===== config.mk =====
export PLATFORM = sky130hd
export DESIGN_NAME = regbank_wb_queue_flat
export DESIGN_NICKNAME = d
export VERILOG_FILES = /design/src/rtl/regbank_wb_queue_pkg.sv /design/src/rtl/regbank_wb_queue_if.sv /design/src/rtl/regbank_wb_queue_wb_fifo.sv /design/src/rtl/regbank_wb_queue.sv /design/src/flat_wrapper.sv
export SDC_FILE = /design/constraint.sdc
export NUM_CORES = 1
export LEC_CHECK = 0
export CAP_MARGIN = 25
export CORE_ASPECT_RATIO = 1.5
export CORE_MARGIN = 4
export CORE_UTILIZATION = 45
export DETAILED_ROUTE_END_ITERATION = 16
export GPL_ROUTABILITY_DRIVEN = 0
export PLACE_DENSITY = 0.66
export SLEW_MARGIN = 20
export SYNTH_ARGS = -nofsm -noshare
export SYNTH_HDL_FRONTEND = slang
export SYNTH_SLANG_ARGS = --single-unit

===== constraint.sdc =====
create_clock -name clk -period 6.5 [get_ports clk]
set_input_delay 1.3 -clock clk [delete_from_list [all_inputs] [get_ports clk]]
set_output_delay 1.3 -clock clk [all_outputs]
set_load 0.02 [all_outputs]

===== src/rtl/regbank_wb_queue_pkg.sv =====
// Shared parameters and request payload for the register-bank write-back queue.
package regbank_wb_queue_pkg;

  localparam int unsigned DW    = 32;
  localparam int unsigned AW    = 2;
  localparam int unsigned DEPTH = 4;
  localparam int unsigned PW    = $clog2(DEPTH);
  localparam int unsigned CW    = PW + 1;
  localparam int unsigned NREG  = 1 << AW;

  typedef struct packed {
    logic [AW-1:0] dr;
    logic [DW-1:0] data;
  } wb_req_t;

  localparam int unsigned REQ_W = $bits(wb_req_t);

endpackage


===== src/rtl/regbank_wb_queue_if.sv =====
// Producer-side request bus plus bank-side write port and hazard flags.
interface regbank_wb_queue_if;
  import regbank_wb_queue_pkg::*;

  logic            flush;
  logic            in_valid;
  logic            in_ready;
  logic [AW-1:0]   in_dr;
  logic [DW-1:0]   in_data;
  logic            write;
  logic [AW-1:0]   dr;
  logic [DW-1:0]   wrData;
  logic [NREG-1:0] pending;
  logic [CW-1:0]   count;

  modport master (
    output flush, in_valid, in_dr, in_data,
    input  in_ready, write, dr, wrData, pending, count
  );

  modport slave (
    input  flush, in_valid, in_dr, in_data,
    output in_ready, write, dr, wrData, pending, count
  );

endinterface


===== src/rtl/regbank_wb_queue_wb_fifo.sv =====
// Generic synchronous FIFO; exposes every slot and its valid bit for hazard scans.
module wb_fifo #(
  parameter int unsigned W     = 8,
  parameter int unsigned DEPTH = 4
) (
  input  logic                      clk,
  input  logic                      rst,
  input  logic                      clr_i,
  input  logic                      push_i,
  input  logic                      pop_i,
  input  logic [W-1:0]              din_i,
  output logic [W-1:0]              dout_o,
  output logic                      full_o,
  output logic                      empty_o,
  output logic [$clog2(DEPTH):0]    count_o,
  output logic [DEPTH-1:0]          valid_o,
  output logic [DEPTH-1:0][W-1:0]   entries_o
);

  localparam int unsigned PW = $clog2(DEPTH);
  localparam int unsigned CW = PW + 1;

  logic [W-1:0]  mem_q [DEPTH];
  logic [PW-1:0] wr_q, wr_d;
  logic [PW-1:0] rd_q, rd_d;
  logic [CW-1:0] cnt_q, cnt_d;
  logic          push_ok, pop_ok;
  logic [PW-1:0] off;

  assign full_o  = (cnt_q == CW'(DEPTH));
  assign empty_o = (cnt_q == '0);
  assign push_ok = push_i && !full_o;
  assign pop_ok  = pop_i && !empty_o;
  assign dout_o  = mem_q[rd_q];
  assign count_o = cnt_q;

  // Power-of-two depth lets the pointers wrap by natural overflow.
  always_comb begin
    wr_d  = wr_q;
    rd_d  = rd_q;
    cnt_d = cnt_q;
    if (clr_i) begin
      wr_d  = '0;
      rd_d  = '0;
      cnt_d = '0;
    end else begin
      if (push_ok) wr_d = wr_q + PW'(1);
      if (pop_ok)  rd_d = rd_q + PW'(1);
      cnt_d = cnt_q + CW'(push_ok) - CW'(pop_ok);
    end
  end

  always_ff @(posedge clk or posedge rst) begin
    if (rst) begin
      wr_q  <= '0;
      rd_q  <= '0;
      cnt_q <= '0;
    end else begin
      wr_q  <= wr_d;
      rd_q  <= rd_d;
      cnt_q <= cnt_d;
    end
  end

  always_ff @(posedge clk) begin
    if (push_ok && !clr_i) mem_q[wr_q] <= din_i;
  end

  // A slot is live when its distance from the read pointer is below the occupancy.
  always_comb begin
    off = '0;
    for (int unsigned i = 0; i < DEPTH; i++) begin
      off          = PW'(i) - rd_q;
      valid_o[i]   = (CW'(off) < cnt_q);
      entries_o[i] = mem_q[i];
    end
  end

endmodule


===== src/rtl/regbank_wb_queue.sv =====
// Write-back queue feeding the register bank write port, with per-register pending flags.
module regbank_wb_queue
  import regbank_wb_queue_pkg::*;
(
  input  logic               clk,
  input  logic               rst,
  regbank_wb_queue_if.slave  bus
);

  wb_req_t                      in_req;
  wb_req_t                      head;
  wb_req_t                      ent;
  logic [REQ_W-1:0]             head_raw;
  logic [DEPTH-1:0][REQ_W-1:0]  entries;
  logic [DEPTH-1:0]             valid;
  logic                         full, empty;
  logic [CW-1:0]                fifo_cnt;
  logic                         push, pop;

  logic            write_q, write_d;
  logic [AW-1:0]   dr_q, dr_d;
  logic [DW-1:0]   data_q, data_d;
  logic [NREG-1:0] pending_c;

  assign in_req.dr   = bus.in_dr;
  assign in_req.data = bus.in_data;
  assign head        = wb_req_t'(head_raw);
  assign push        = bus.in_valid && !full && !bus.flush;
  assign pop         = !empty && !bus.flush;

  wb_fifo #(
    .W     (REQ_W),
    .DEPTH (DEPTH)
  ) u_fifo (
    .clk       (clk),
    .rst       (rst),
    .clr_i     (bus.flush),
    .push_i    (push),
    .pop_i     (pop),
    .din_i     (REQ_W'(in_req)),
    .dout_o    (head_raw),
    .full_o    (full),
    .empty_o   (empty),
    .count_o   (fifo_cnt),
    .valid_o   (valid),
    .entries_o (entries)
  );

  // Output stage: the head is staged whenever present; dr/wrData hold when idle.
  always_comb begin
    write_d = 1'b0;
    dr_d    = dr_q;
    data_d  = data_q;
    if (!bus.flush && !empty) begin
      write_d = 1'b1;
      dr_d    = head.dr;
      data_d  = head.data;
    end
  end

  always_ff @(posedge clk or posedge rst) begin
    if (rst) begin
      write_q <= 1'b0;
      dr_q    <= '0;
      data_q  <= '0;
    end else begin
      write_q <= write_d;
      dr_q    <= dr_d;
      data_q  <= data_d;
    end
  end

  // A register is pending while any live slot or the staged write targets it.
  always_comb begin
    pending_c = '0;
    ent       = '0;
    for (int unsigned i = 0; i < DEPTH; i++) begin
      ent = wb_req_t'(entries[i]);
      if (valid[i]) pending_c[ent.dr] = 1'b1;
    end
    if (write_q) pending_c[dr_q] = 1'b1;
  end

  assign bus.in_ready = !full;
  assign bus.write    = write_q;
  assign bus.dr       = dr_q;
  assign bus.wrData   = data_q;
  assign bus.pending  = pending_c;
  assign bus.count    = fifo_cnt;

endmodule


===== src/flat_wrapper.sv =====
// flat-port wrapper written by rule: the top's interface ports become plain ports
module regbank_wb_queue_flat import regbank_wb_queue_pkg::*;
  (clk, rst, bus_flush, bus_in_valid, bus_in_dr, bus_in_data, bus_in_ready, bus_write, bus_dr, bus_wrData, bus_pending, bus_count);
  regbank_wb_queue_if bus_i ();
  input  logic clk;
  input  logic rst;
  input wire logic [$bits(bus_i.flush)-1:0] bus_flush;
  input wire logic [$bits(bus_i.in_valid)-1:0] bus_in_valid;
  input wire logic [$bits(bus_i.in_dr)-1:0] bus_in_dr;
  input wire logic [$bits(bus_i.in_data)-1:0] bus_in_data;
  output wire logic [$bits(bus_i.in_ready)-1:0] bus_in_ready;
  output wire logic [$bits(bus_i.write)-1:0] bus_write;
  output wire logic [$bits(bus_i.dr)-1:0] bus_dr;
  output wire logic [$bits(bus_i.wrData)-1:0] bus_wrData;
  output wire logic [$bits(bus_i.pending)-1:0] bus_pending;
  output wire logic [$bits(bus_i.count)-1:0] bus_count;
  assign bus_i.flush = bus_flush;
  assign bus_i.in_valid = bus_in_valid;
  assign bus_i.in_dr = bus_in_dr;
  assign bus_i.in_data = bus_in_data;
  assign bus_in_ready = bus_i.in_ready;
  assign bus_write = bus_i.write;
  assign bus_dr = bus_i.dr;
  assign bus_wrData = bus_i.wrData;
  assign bus_pending = bus_i.pending;
  assign bus_count = bus_i.count;
  regbank_wb_queue u_core (.clk(clk), .rst(rst), .bus(bus_i));
endmodule

[After elaboration in Yosys (flattened, before gate mapping)]
Memory sizes are Yosys's and may differ from the RTL's. A register that Yosys moved wholly into a read port is not among the register bits.
Cells that the tools add are included.
Storage, ports and cells
  register bits: 8
  memory bits (writable): 136
  input bits: 38
  output and inout bits: 43
  word-level logic and storage cells: 72
  memories: 1
Operators by class
  add/subtract/negate cells: 8
  order comparisons: 14
  equal/unequal tests: 1
  multiplexer cells: 23
  bitwise logic cells: 4
  reduce and logical (&&, ||, !) cells: 17
Memories
  u_core.u_fifo.mem_q: words 4, bits a word 34, rd ports 5, clocked after memory_dff 1, wr ports 1, RTL line regbank_wb_queue_wb_fifo.sv:23  | logic [W-1:0] mem_q [DEPTH];
Operators with widths (number)
  $mux 4: 5
  $or 4x4->4: 4
  $lt 2x3->1 const B: 5
  $lt 2x3->1: 4
  $logic_and 1x1->1: 11
  $demux 1 s2: 5
  $ge 2x1->1 const B: 5
  $mux 1: 8
  $mux 2: 4
  $add 2x1->2 const B: 2
  $reduce_bool 2->1: 2
  $sub 1x2->2 const A: 2
  $sub 2x2->2 const A: 2
  $add 3x1->3: 1
  $eq 3x3->1 const B: 1
  $logic_not 1->1: 3
  $logic_not 3->1: 1
  $mux 3: 1
  $sub 3x1->3: 1

[Depth between registers and ports, before layout]
  word-level depth: 13
  mapped depth: 12
  depth with buffers taken out: 12

[By module]
A second synthesis with hierarchy kept.
Unflattened totals
  cell total of the unflattened synthesis: 350
  area, all modules: 7086.8 um^2
Modules (own cells, without submodules)
  wb_fifo: times used 1, cells an instance 246, area an instance 5596.6 um^2, seq. area each 4259.1 um^2
  regbank_wb_queue: times used 1, cells an instance 104, area an instance 1490.2 um^2, seq. area each 875.8 um^2

[Least setup slack after synthesis]
Ideal clock, no wire load.
  path type: register -> output
  from: reg u_core.u_fifo.rd_q[1]
  to: out bus_pending[1]
  data arrival time: 1960 ps
  data required time: 5200 ps
  setup slack: 3240 ps
  cell stages (with the launch flop): 9
  path buffers: 2
  path through: dfrtp_1 -> buf_4 -> buf_2 -> xor2_1 -> ha_1 -> nor2b_1 -> a221oi_1 -> a211oi_1 -> o211ai_1
On the way
  longest elaborated chain between the ends: 11
  elaborated cells on any way between the ends: 17
RTL lines
  start: declaration: RTL line regbank_wb_queue_wb_fifo.sv:25  | logic [PW-1:0] rd_q, rd_d;
  start signal: assignment: RTL line regbank_wb_queue_wb_fifo.sv:60  | rd_q <= rd_d;
  $sub 1x2->2: RTL line regbank_wb_queue_wb_fifo.sv:73  | off = PW'(i) - rd_q;
  $lt 2x3->1: RTL line regbank_wb_queue_wb_fifo.sv:74  | valid_o[i] = (CW'(off) < cnt_q);
  $mux 4: RTL line regbank_wb_queue.sv:79  | if (valid[i]) pending_c[ent.dr] = 1'b1;
  $or 4x4->4 (no source line)
  $mux 4: RTL line regbank_wb_queue.sv:79
  $or 4x4->4 (no source line)
  $mux 4: RTL line regbank_wb_queue.sv:79
  $or 4x4->4 (no source line)
  $mux 4 (*): RTL line regbank_wb_queue.sv:79
  $or 4x4->4 (no source line)
  $mux 4 (*): RTL line regbank_wb_queue.sv:81  | if (write_q) pending_c[dr_q] = 1'b1;
  end: declaration: RTL line flat_wrapper.sv:15  | output wire logic [$bits(bus_i.pending)-1:0] bus_pending;
Every way passes the cells marked *; elsewhere a longest branch is shown, timed or not.

[Worst setup path in the final report]
Same ends and word-level chain as after synthesis.

==> impl_metrics.json <==
{
  "ir_drop_mv": 0.208,
  "synth_edf_count": 136,
  "synth_cell_types": 44,
  "synth_top_area_share_pct": 56.9,
  "use_met2_pct": 27.6,
  "p_per_area_nw_per_um2": 452,
  "antenna_found_initial": 0,
  "postRouteAntennaNets": 0,
  "clock_latency_ps": 420,
  "whs_ps": 512,
  "slew_headroom_pct": 34.0,
  "grt_pass1_wl_microns": 20900,
  "yosys.area.top_type": "edfxtp_1",
  "grt_pass1_vias": 3823,
  "synth_area_leaders": "edfxtp_1 (57%), dfrtp_1 (15%), mux4_2 (11%)",
  "hold_class": "reg -> reg",
  "die_h_microns": 163,
  "rsz0062_at_grt": "false",
  "pin_count": 81,
  "track_usage_pct": 15.2,
  "dieArea_sq_um": 18100,
  "cp_cell_sequence": "xor2_1 -> ha_1 -> nor2b_1 -> a221oi_1 -> a211oi_1 -> o211ai_1 -> clkdlybuf4s50_1",
  "cts_buffer_depth": 2,
  "leakage_uw": 0.00305,
  "cp-end-kind": "primary output",
  "floorplan.initialDensity_pct": 45.9,
  "h-tree-depth": 4,
  "cts_hold_buf": 0,
  "fin_crit_ps": 4680,
  "path_max_fanout": 37,
  "insertedDiodeCount": 0,
  "finalSetupTns_ps": 0,
  "clk_pin_slew_ps": 70,
  "max_freq_ghz": 0.214,
  "setup_viol": 0,
  "die_w_microns": 111,
  "cts_sinks": 178,
  "cts_tree": "yes",
  "fin_crit_sh_pct": 72.0,
  "numCtsBuffers": 17,
  "cp_slowest_cell": "dfrtp_2",
  "syn-instance-count": 345,
  "required_ps": 5200,
  "cap_violations": 0,
  "yosys_register_bits": 178,
  "synth-async-reset-ratio_pct": 23.6,
  "port_buffers": 80,
  "ys.flop_type": "edfxtp_1",
  "outcome": "finished, final reports clean",
  "avgSynthCellArea_sq_um": 20.8,
  "critPathLaunchType": "flop",
  "worst_slew_pin_slew_ps": 990,
  "dpl.hpwl_microns": 7800,
  "syn_area_sq_um": 7180,
  "routed_wl_microns": 13100,
  "core_sq_um": 15600,
  "drc": 0,
  "post_drt_wl_per_cell_microns": 20.2,
  "gr-usage-met1_pct": 17.9,
  "synthesis.nets": 394,
  "cts_resized": 0,
  "dr.first_iter.drc_count": 184,
  "via_count": 3417,
  "post-cts-setup-buffers": 0,
  "viasPerCell": 5.27,
  "utilization_pct": 55.8,
  "drt_first_pass_iters": 4,
  "slew_viol_final": 0,
  "cts_root_buffer": "clkbuf_16",
  "arrival_ps": 3380,
  "crit_type": "reg -> out",
  "synth_commonest_cells": "edfxtp_1 (136), dfrtp_1 (42), mux2_4 (34), mux4_2 (34), inv_1 (15)",
  "grt-busiest-layer": "met2",
  "yosysWarningCount": 0,
  "finalHoldViolCount": 0,
  "use_met3_pct": 3.57,
  "final_nets": 481,
  "fin_worst_skew_ps": 12.1,
  "grt_max_degree": 43,
  "area_delta_synth_final_pct": 21.4,
  "core.rowCount": 56,
  "yosysSeqAreaShare_pct": 71.5,
  "overflow": 0,
  "drive_above_1_share_pct": 25.4,
  "max_stage_delay_ps": 1010,
  "synth.most_common_cell": "edfxtp_1"
}
## cells in the final DEF, fill, tap and decap left out, drive strengths merged, types with 2 or more instances in the layout
cell type      Yosys  routed
edfxtp           136     136
clkdlybuf4s50      0      80
dfrtp             42      42
mux4              34      34
mux2              34      34
inv               15      20
clkbuf             1      18
ha                10      10
nor2               8       8
xnor2              4       4
and2               4       4
nand2b             4       4
o21ai              4       4
clkinv             0       4
a21oi              3       3
nor2b              3       3
clkinvlp           0       3
nand2              3       3
nor3               3       3
nand3              2       2
xor2               2       2
nor4b              2       2
a2111oi            2       2
o221ai             2       2
o211ai             2       2
bufinv             0       2
a211oi             2       2
## flip-flops by register name, indices dropped and copies added (netlist names)
signal                 flops
u_core.bus.dr              2
u_core.bus.wrData         32
u_core.bus.write           1
u_core.u_fifo.count_o      3
u_core.u_fifo.mem_q      136
u_core.u_fifo.rd_q         2
u_core.u_fifo.wr_q         2
## per-layer routing
layer,wire length [microns],vias up
met1,5260,1795
met2,7240,77
li1,-,1535
met4,146,0
met3,441,10
met5,0,-
## through the flow
stage	power, uW	setup WS [ps]	area, sq um	cells
5_1_grt	4130	1650	8710	648
4_1_cts	3980	1760	8710	648
6_report	3940	1820	8710	648
3_5_place_dp	2950	2200	8100	616
2_1_floorplan	2500	3240	7180	345
3_3_place_gp	2920	2270	8100	616
## kinds of logic after synthesis
family          share of synthesized area (%)
compound gates                           2.13
xor+xnor                                0.732
fa+ha+maj                                2.02
buf+inv                                  2.77
flops                                    71.5
mux                                      17.8
simple gates                             3.02
## final timing paths
check,start,end,slack (ps),depth (start not counted)
max,u_core.u_fifo.rd_q[1],bus_pending[1],1820,7
min,u_core.bus.wrData[7],u_core.bus.wrData[7],510,1
max reg2reg,u_core.u_fifo.count_o[2],u_core.u_fifo.count_o[2],3600,10
min reg2reg,u_core.bus.wrData[7],u_core.bus.wrData[7],510,1
max in group asynchronous,rst,u_core.u_fifo.rd_q[1],4570,2
min in group asynchronous,rst,u_core.bus.wrData[15],1360,2
## worst max-delay path, delay by kind of cell (launching register included)
| family | cells | cell delay (ps) |
|---|---|---|
| fa+ha+maj | 1 | 350 |
| flops | 1 | 1010 |
| compound gates | 3 | 620 |
| simple gates | 1 | 140 |
| xor+xnor | 1 | 190 |
| buf+inv | 1 | 640 |
## power by group
| group | internal, uW | total [uW] | switching [uW] |
|---|---|---|---|
| Clock | 589 | 1030 | 443 |
| Sequential | 1410 | 1580 | 164 |
| Combinational | 744 | 1330 | 586 |
## layout make-up
class,count,area (sq um)
sequential,178,5140
tap,203,254
clock inverter,14,169
multi-input combinational,139,1850
fill,1187,6910
inverter,15,57.6
clock buffer,18,439
timing repair buffer,81,808
Power figures use the tool's default switching activity.
